[src/rtl/mem_port_arbiter_if.sv]
// Bus bundle between the fetch/load-store requesters, the SRAM and the
// single-port memory arbiter.
interface mem_port_arbiter_if;
    logic        inst_req;
    logic [31:0] inst_addr;
    logic        inst_gnt;
    logic        inst_rvalid;
    logic [31:0] inst_rdata;

    logic        data_req;
    logic [3:0]  data_we;
    logic [31:0] data_addr;
    logic [31:0] data_wdata;
    logic        data_gnt;
    logic        data_rvalid;
    logic [31:0] data_rdata;

    logic        sram_en;
    logic [3:0]  sram_wen;
    logic [31:0] sram_addr;
    logic [31:0] sram_wdata;
    logic [31:0] sram_rdata;

    logic        stallreq;

    // Arbiter side
    modport slave (
        input  inst_req, inst_addr,
        input  data_req, data_we, data_addr, data_wdata,
        input  sram_rdata,
        output inst_gnt, inst_rvalid, inst_rdata,
        output data_gnt, data_rvalid, data_rdata,
        output sram_en, sram_wen, sram_addr, sram_wdata,
        output stallreq
    );

    // Requester / SRAM side
    modport master (
        output inst_req, inst_addr,
        output data_req, data_we, data_addr, data_wdata,
        output sram_rdata,
        input  inst_gnt, inst_rvalid, inst_rdata,
        input  data_gnt, data_rvalid, data_rdata,
        input  sram_en, sram_wen, sram_addr, sram_wdata,
        input  stallreq
    );
endinterface

[src/rtl/mem_port_arbiter.sv]
// Single-port SRAM arbiter between instruction fetch and load/store.
// Data side has priority; a run counter forces a fetch grant after
// MAX_DATA_RUN consecutive data grants while fetch is waiting.
// One access is outstanding at a time; a new grant may overlap the
// response cycle of the previous one.
module mem_port_arbiter #(
    parameter int LATENCY      = 1,
    parameter int MAX_DATA_RUN = 2
) (
    input  logic               clk,
    input  logic               rst,
    mem_port_arbiter_if.slave  bus
);

    localparam logic [2:0] LAT_C = 3'(LATENCY);
    localparam logic [2:0] MAX_C = 3'(MAX_DATA_RUN);

    typedef enum logic {IDLE, BUSY} state_t;
    typedef enum logic {OWN_INST, OWN_DATA} owner_t;

    state_t     state;
    owner_t     owner;
    logic       wr_q;
    logic [2:0] cnt;
    logic [2:0] run_cnt;

    logic resp;
    logic can_grant;
    logic force_inst;
    logic data_win;
    logic inst_win;

    // Grant decision: allowed when idle or when the outstanding access responds
    always_comb begin
        resp       = (state == BUSY) && (cnt == LAT_C);
        can_grant  = (state == IDLE) || resp;
        force_inst = bus.inst_req && (run_cnt == MAX_C);
        data_win   = can_grant && bus.data_req && !force_inst;
        inst_win   = can_grant && bus.inst_req && !data_win;
    end

    // Access sequencer: owner, write flag and beat counter of the outstanding access
    always_ff @(posedge clk) begin
        if (rst) begin
            state <= IDLE;
            owner <= OWN_INST;
            wr_q  <= 1'b0;
            cnt   <= 3'd0;
        end else if (inst_win || data_win) begin
            state <= BUSY;
            owner <= data_win ? OWN_DATA : OWN_INST;
            wr_q  <= data_win && (bus.data_we != 4'd0);
            cnt   <= 3'd1;
        end else if (resp) begin
            state <= IDLE;
            cnt   <= 3'd0;
        end else if (state == BUSY) begin
            cnt   <= cnt + 3'd1;
        end
    end

    // Fairness: count data grants that overtake a waiting fetch
    always_ff @(posedge clk) begin
        if (rst || !bus.inst_req) begin
            run_cnt <= 3'd0;
        end else if (inst_win) begin
            run_cnt <= 3'd0;
        end else if (data_win && (run_cnt != MAX_C)) begin
            run_cnt <= run_cnt + 3'd1;
        end
    end

    // Grants and SRAM drive; everything forced low while in reset
    assign bus.inst_gnt   = !rst && inst_win;
    assign bus.data_gnt   = !rst && data_win;
    assign bus.sram_en    = !rst && (inst_win || data_win);
    assign bus.sram_wen   = (!rst && data_win) ? bus.data_we : 4'd0;
    assign bus.sram_wdata = (!rst && data_win) ? bus.data_wdata : 32'd0;
    assign bus.sram_addr  = rst      ? 32'd0 :
                            data_win ? bus.data_addr :
                            inst_win ? bus.inst_addr : 32'd0;

    // Response routing to the requester that owns the access; writes return 0
    assign bus.inst_rvalid = !rst && resp && (owner == OWN_INST);
    assign bus.data_rvalid = !rst && resp && (owner == OWN_DATA);
    assign bus.inst_rdata  = (bus.inst_rvalid && !wr_q) ? bus.sram_rdata : 32'd0;
    assign bus.data_rdata  = (bus.data_rvalid && !wr_q) ? bus.sram_rdata : 32'd0;

    // Stall while a requester is blocked or an access is still in flight
    assign bus.stallreq = !rst && ((bus.inst_req && !inst_win) ||
                                   (bus.data_req && !data_win) ||
                                   ((state == BUSY) && !resp));

endmodule

[src/flat_wrapper.sv]
// flat-port wrapper written by rule: the top's interface ports become plain ports
module mem_port_arbiter_flat 
#(
    parameter int LATENCY      = 1,
    parameter int MAX_DATA_RUN = 2
)
  (clk, rst, bus_inst_req, bus_inst_addr, bus_data_req, bus_data_we, bus_data_addr, bus_data_wdata, bus_sram_rdata, bus_inst_gnt, bus_inst_rvalid, bus_inst_rdata, bus_data_gnt, bus_data_rvalid, bus_data_rdata, bus_sram_en, bus_sram_wen, bus_sram_addr, bus_sram_wdata, bus_stallreq);
  mem_port_arbiter_if bus_i ();
  input  logic clk;
  input  logic rst;
  input wire logic [$bits(bus_i.inst_req)-1:0] bus_inst_req;
  input wire logic [$bits(bus_i.inst_addr)-1:0] bus_inst_addr;
  input wire logic [$bits(bus_i.data_req)-1:0] bus_data_req;
  input wire logic [$bits(bus_i.data_we)-1:0] bus_data_we;
  input wire logic [$bits(bus_i.data_addr)-1:0] bus_data_addr;
  input wire logic [$bits(bus_i.data_wdata)-1:0] bus_data_wdata;
  input wire logic [$bits(bus_i.sram_rdata)-1:0] bus_sram_rdata;
  output wire logic [$bits(bus_i.inst_gnt)-1:0] bus_inst_gnt;
  output wire logic [$bits(bus_i.inst_rvalid)-1:0] bus_inst_rvalid;
  output wire logic [$bits(bus_i.inst_rdata)-1:0] bus_inst_rdata;
  output wire logic [$bits(bus_i.data_gnt)-1:0] bus_data_gnt;
  output wire logic [$bits(bus_i.data_rvalid)-1:0] bus_data_rvalid;
  output wire logic [$bits(bus_i.data_rdata)-1:0] bus_data_rdata;
  output wire logic [$bits(bus_i.sram_en)-1:0] bus_sram_en;
  output wire logic [$bits(bus_i.sram_wen)-1:0] bus_sram_wen;
  output wire logic [$bits(bus_i.sram_addr)-1:0] bus_sram_addr;
  output wire logic [$bits(bus_i.sram_wdata)-1:0] bus_sram_wdata;
  output wire logic [$bits(bus_i.stallreq)-1:0] bus_stallreq;
  assign bus_i.inst_req = bus_inst_req;
  assign bus_i.inst_addr = bus_inst_addr;
  assign bus_i.data_req = bus_data_req;
  assign bus_i.data_we = bus_data_we;
  assign bus_i.data_addr = bus_data_addr;
  assign bus_i.data_wdata = bus_data_wdata;
  assign bus_i.sram_rdata = bus_sram_rdata;
  assign bus_inst_gnt = bus_i.inst_gnt;
  assign bus_inst_rvalid = bus_i.inst_rvalid;
  assign bus_inst_rdata = bus_i.inst_rdata;
  assign bus_data_gnt = bus_i.data_gnt;
  assign bus_data_rvalid = bus_i.data_rvalid;
  assign bus_data_rdata = bus_i.data_rdata;
  assign bus_sram_en = bus_i.sram_en;
  assign bus_sram_wen = bus_i.sram_wen;
  assign bus_sram_addr = bus_i.sram_addr;
  assign bus_sram_wdata = bus_i.sram_wdata;
  assign bus_stallreq = bus_i.stallreq;
  mem_port_arbiter #(.LATENCY(LATENCY), .MAX_DATA_RUN(MAX_DATA_RUN)) u_core (.clk(clk), .rst(rst), .bus(bus_i));
endmodule
[config.mk]
export PLATFORM = sky130hd
export DESIGN_NAME = mem_port_arbiter_flat
export DESIGN_NICKNAME = d
export VERILOG_FILES = /design/src/rtl/mem_port_arbiter_if.sv /design/src/rtl/mem_port_arbiter.sv /design/src/flat_wrapper.sv
export SDC_FILE = /design/constraint.sdc
export NUM_CORES = 1
export LEC_CHECK = 0
export BUFFER_PORTS_ARGS = -buffer_cell sky130_fd_sc_hd__buf_4
export CAP_MARGIN = 20
export CORE_AREA = 8 8 99 101
export DETAILED_ROUTE_END_ITERATION = 16
export DIE_AREA = 0 0 107 109
export GPL_TIMING_DRIVEN = 0
export MAX_ROUTING_LAYER = met4
export PLACE_DENSITY_LB_ADDON = 0.05
export SLEW_MARGIN = 15
export SYNTH_ARGS = -nofsm -noshare
export SYNTH_HDL_FRONTEND = slang
export SYNTH_SLANG_ARGS = --single-unit
export TNS_END_PERCENT = 10
[constraint.sdc]
create_clock -name clk -period 2.3 [get_ports clk]
set_input_delay 0.23 -clock clk [delete_from_list [all_inputs] [get_ports clk]]
set_output_delay 0.23 -clock clk [all_outputs]
set_load 0.02 [all_outputs]
* Word-level counts from Yosys, hierarchy flattened
Index checks and enable logic that the tools add are counted.
W data, S select, Z words.
** Word-level totals
- Output and inout port bits :: 138
- Memory bits (read-only) :: 0
- Bits in latches :: 0
- Bits of input ports :: 136
- Logic and storage cells :: 63
- Bits in registers :: 9
- Memories kept :: 0
- Bits in writable memories :: 0
** Cells by class
- Add/subtract/negate cells :: 2
- Bitwise operators :: 2
- Shift operators :: 0
- Eq/ne operators :: 3
- Mux-type cells :: 13
- Multiply operators :: 0
- Magnitude comparators :: 0
- Divide/modulo/power cells :: 0
- Reductions and logical operators :: 37
** Operators with widths (count)
- $mux W32 :: 6
- $logic_and A1 B1 Y1 :: 20
- $logic_not A1 Y1 :: 7
- $add A3 B1 Y3 const B :: 2
- $mux W1 :: 6
- $logic_or A1 B1 Y1 :: 5
- $mux W4 :: 1
- $reduce_bool A4 Y1 :: 1
- $eq A3 B1 Y1 const B :: 1
- $eq A3 B2 Y1 const B :: 1
- $ne A3 B2 Y1 const B :: 1
- $reduce_bool A3 Y1 :: 1
- $reduce_or A3 Y1 :: 1
- $not A1 Y1 :: 2
- $reduce_bool A2 Y1 :: 1
- $reduce_or A2 Y1 :: 1

* Longest topological paths before layout
- Depth after elaboration :: 12
- Mapped depth :: 8
- Depth with buffers taken out :: 6

* Least setup slack after synthesis
Ideal clock, no wire load.
- Path type :: register to output
- From :: register u_core.run_cnt[0]
- To :: output port bus_sram_wdata[24]
- Data arrival time :: 1.648 ns
- Stages on the path, launching flop included :: 9
- Slack :: 0.422 ns
- Required time :: 2.070 ns
- Path buffers :: 2
- Path through :: dfxtp_1 > inv_1 > ha_1 > nor2b_2 > a21o_1 > buf_4 > nor2_4 > buf_4 > and2_1
** Between the ends
- Longest elaborated chain between the ends :: 6
** RTL lines
- start: declaration :: RTL line mem_port_arbiter.sv:25 : logic [2:0] run_cnt;
- start signal: assignment :: RTL line mem_port_arbiter.sv:69 : run_cnt <= run_cnt + 3'd1;
- $eq A3 B2 Y1 :: RTL line mem_port_arbiter.sv:37 : force_inst = bus.inst_req && (run_cnt == MAX_C);
- $logic_and A1 B1 Y1 :: RTL line mem_port_arbiter.sv:37
- $logic_not A1 Y1 :: RTL line mem_port_arbiter.sv:38 : data_win = can_grant && bus.data_req && !force_inst;
- $logic_and A1 B1 Y1 :: RTL line mem_port_arbiter.sv:38
- $logic_and A1 B1 Y1
- net bus_data_gnt :: RTL line flat_wrapper.sv:21 : output wire logic [$bits(bus_i.data_gnt)-1:0] bus_data_gnt;
- $mux W32 :: RTL line mem_port_arbiter.sv:78 : assign bus.sram_wdata = (!rst && data_win) ? bus.data_wdata : 32'd0;
- end: declaration :: RTL line flat_wrapper.sv:27 : output wire logic [$bits(bus_i.sram_wdata)-1:0] bus_sram_wdata;
The timed path passes the listed nets, and every way through them passes these cells.

* Worst setup path in the final report
- From :: register u_core.run_cnt[0]
- To :: output port bus_sram_wdata[7]
** Between the ends
- Longest elaborated chain between the ends :: 6
** RTL lines (RTL line)
- $eq A3 B2 Y1 :: mem_port_arbiter.sv:37
- $logic_and A1 B1 Y1 :: mem_port_arbiter.sv:37
- $logic_not A1 Y1 :: mem_port_arbiter.sv:38
- $logic_and A1 B1 Y1 :: mem_port_arbiter.sv:38
- $logic_and A1 B1 Y1 :: mem_port_arbiter.sv:78
- $mux W32 :: mem_port_arbiter.sv:78
Every way passes these cells.

==> metrics <==
synth unique cells 31; CTS tree done; Remaining DRCs 0; Antenna Cells 0; Worst Setup Path Type flop to primary output; top_reg_cell synth dfxtp_1; die area 11,700 um^2; tightest slew margin relative to the limit 70.8%; io pins 274; Final Setup Violations 0; Post-Synthesis Cells 292; Via-to-Cell Ratio 4.38; Worst Hold Class input port to flop; Root Driver clkbuf_8; DR vias just under 3,000; vias in the first global route 2,923; Avg WL per Cell approximately 15 um; die width 107 um; GPL Wtd Cong 0.813; Tmin final 2.18 ns; Final WS setup around 0.12 ns; PD cells 249 nW/um^2; first-pass GRT wire length roughly 15,000 um; Hold Violations, Final 0; Critical Path RT 2.07 ns; Post-synth top cells 100 x and2_1, 41 x nand2_1, 40 x a21oi_1; area occupied by multi-input gates 1480 um^2; share of cells above drive strength 1 between 50% and 60%; core area 8380 um^2; critical path arrival 1.95 ns; fmax ~460 MHz; area grow syn2layout 129%; largest cells by area after synthesis and2_1 35%, a21oi_1 11%, dfxtp_1 10%; pre-CTS WS 0.212 ns; # hold bufs at CTS 0; Max Cap Viol 0; most common cell in the netlist and2_1; Initial DRT Pass Iterations 4; Reg clk slew, reported paths 0.05 ns; post-synthesis cell area 1780 um^2; GR Overflow Total 0; die extent in y 109 um; Syn Nets between 400 and 500; CTS max path bufs 2; #FFs+latches synth 9; unrepaired setup endpoints after global routing yes; Inserted Clock Buffers 3; Final Skew 0.00153 ns; Starting Density 21.2%; largest net degree at the start of global routing 11; initial antenna violation count 0; Post-Syn Area per Cell 6.10 um^2; startpoint types flop; WHS 0.337 ns; Seq. cell area 181 um^2; CP Max Fanout 10; I/O Buffers 273; CTS sink count 9; row cnt 34; largest area contributor in the netlist and2_1; filler cell count 858; Async S/R FF share, synth 0%; worst slew pin tran 0.438 ns; post-synth top area share 35.1%; clock latency on the worst-skew pair 0.23 ns; Worst VDD drop 0.000162 V; Post-DP Area 3970 um^2; hpwl dp 9040 um; TNS Setup 0 ns; CP endpoint kind primary output; EDFF count, synth 0; drt first-iter violations 172; Finished Cell Area 4070 um^2; antenna-violating nets left 0; register area share after synthesis 10.1%; ratio of final minimum period to clock period about 95%; Slew Limit Fails 0; GR Util All Layers 16.3%; outcome finished clean; final net count 713; htree depth 1; drt total wl 10,400 um; Leak 2.19 nW; yosys warns 0
layout by cell type, fill, tap and decap left out, drive strengths merged, types with 2 or more instances in the layout:
cell / Yosys / final
a211oi: 2 / 2
a21o: 2 / 2
a21oi: 41 / 41
and2: 100 / 100
buf: 17 / 288
clkbuf: 7 / 16
dfxtp: 9 / 9
ha: 4 / 4
inv: 5 / 5
nand2: 41 / 41
nand2b: 2 / 2
nand3: 34 / 34
nor2: 8 / 8
nor2b: 2 / 2
nor3: 5 / 5
nor4: 2 / 2
o21ai: 6 / 6
sequential cells by signal, summed over array words and instances, names as in the netlist:
register and cells:
u_core.owner 1, u_core.wr_q 1, u_core.cnt 3, u_core.run_cnt 3
u_core.state 1
stage by stage:
step                      std cells  power [mW]  util (%)
after floorplan                 292       0.473         -
after global placement          673       0.821      47.3
after detailed placement        673       0.829      47.3
after CTS                       677        1.02      47.9
after global routing            680        1.08      48.6
final                           680        1.02      48.6
where the power goes:
group / leakage (nW) / internal (mW) / switching, mW
registers: 0.0744 / 0.165 / 0.0102
logic: 2.09 / 0.335 / 0.321
clock network: 0.0228 / 0.121 / 0.0630
total: 2.19 / 0.621 / 0.394
critical path, cell delays in order (launching register included):
cell and delay (ns):
dfxtp_2 0.34, inv_1 0.05, ha_1 0.21, nor2b_4 0.15, a21o_1 0.17, buf_4 0.16, nor2_4 0.18, buf_4 0.18
and2_1 0.14, buf_4 0.14
metal layers:
metal  global-route usage, %  vias up  wire length [um]
met5                       -        -                 0
met4                    1.51        0                40
met3                    4.67        2               907
met2                    32.1      132              5950
met1                    15.9     1329              3490
li1                        -     1518                 -
cell type report:
type / instances / share of cell area [%]
plain buffers: 24 / 3.53
inverters: 5 / 0.461
well taps: 108 / 3.32
multi-input cells: 254 / 36.3
repair buffers: 276 / 50.8
clock buffers: 4 / 1.11
flip-flops and latches: 9 / 4.45
repair_timing:
| item | in CTS | in global routing |
|---|---|---|
| setup buffers | 0 | 3 |
| endpoints found under the setup margin | 28 | 102 |
| gates resized for setup | 1 | 23 |
| pin swaps | 1 | 2 |
worst paths after layout:
check                    start                end  slack (ns)  cells past startpoint
max          u_core.run_cnt[0]  bus_sram_wdata[7]        0.12                      9
min               bus_data_req      u_core.cnt[0]        0.34                      3
max reg2reg  u_core.run_cnt[0]       u_core.owner        0.77                      7
min reg2reg       u_core.owner       u_core.owner        0.46                      2
cell families after synthesis:
group,synth area share [%]
AO/OA/AOI/OAI,16.4
buffers and inverters,7.73
XOR/XNOR,0.492
AND/OR/NAND/NOR,62.5
adder cells (fa/ha/maj),2.81
flip-flops,10.1
Note: power is estimated with default switching activity, not from simulation.
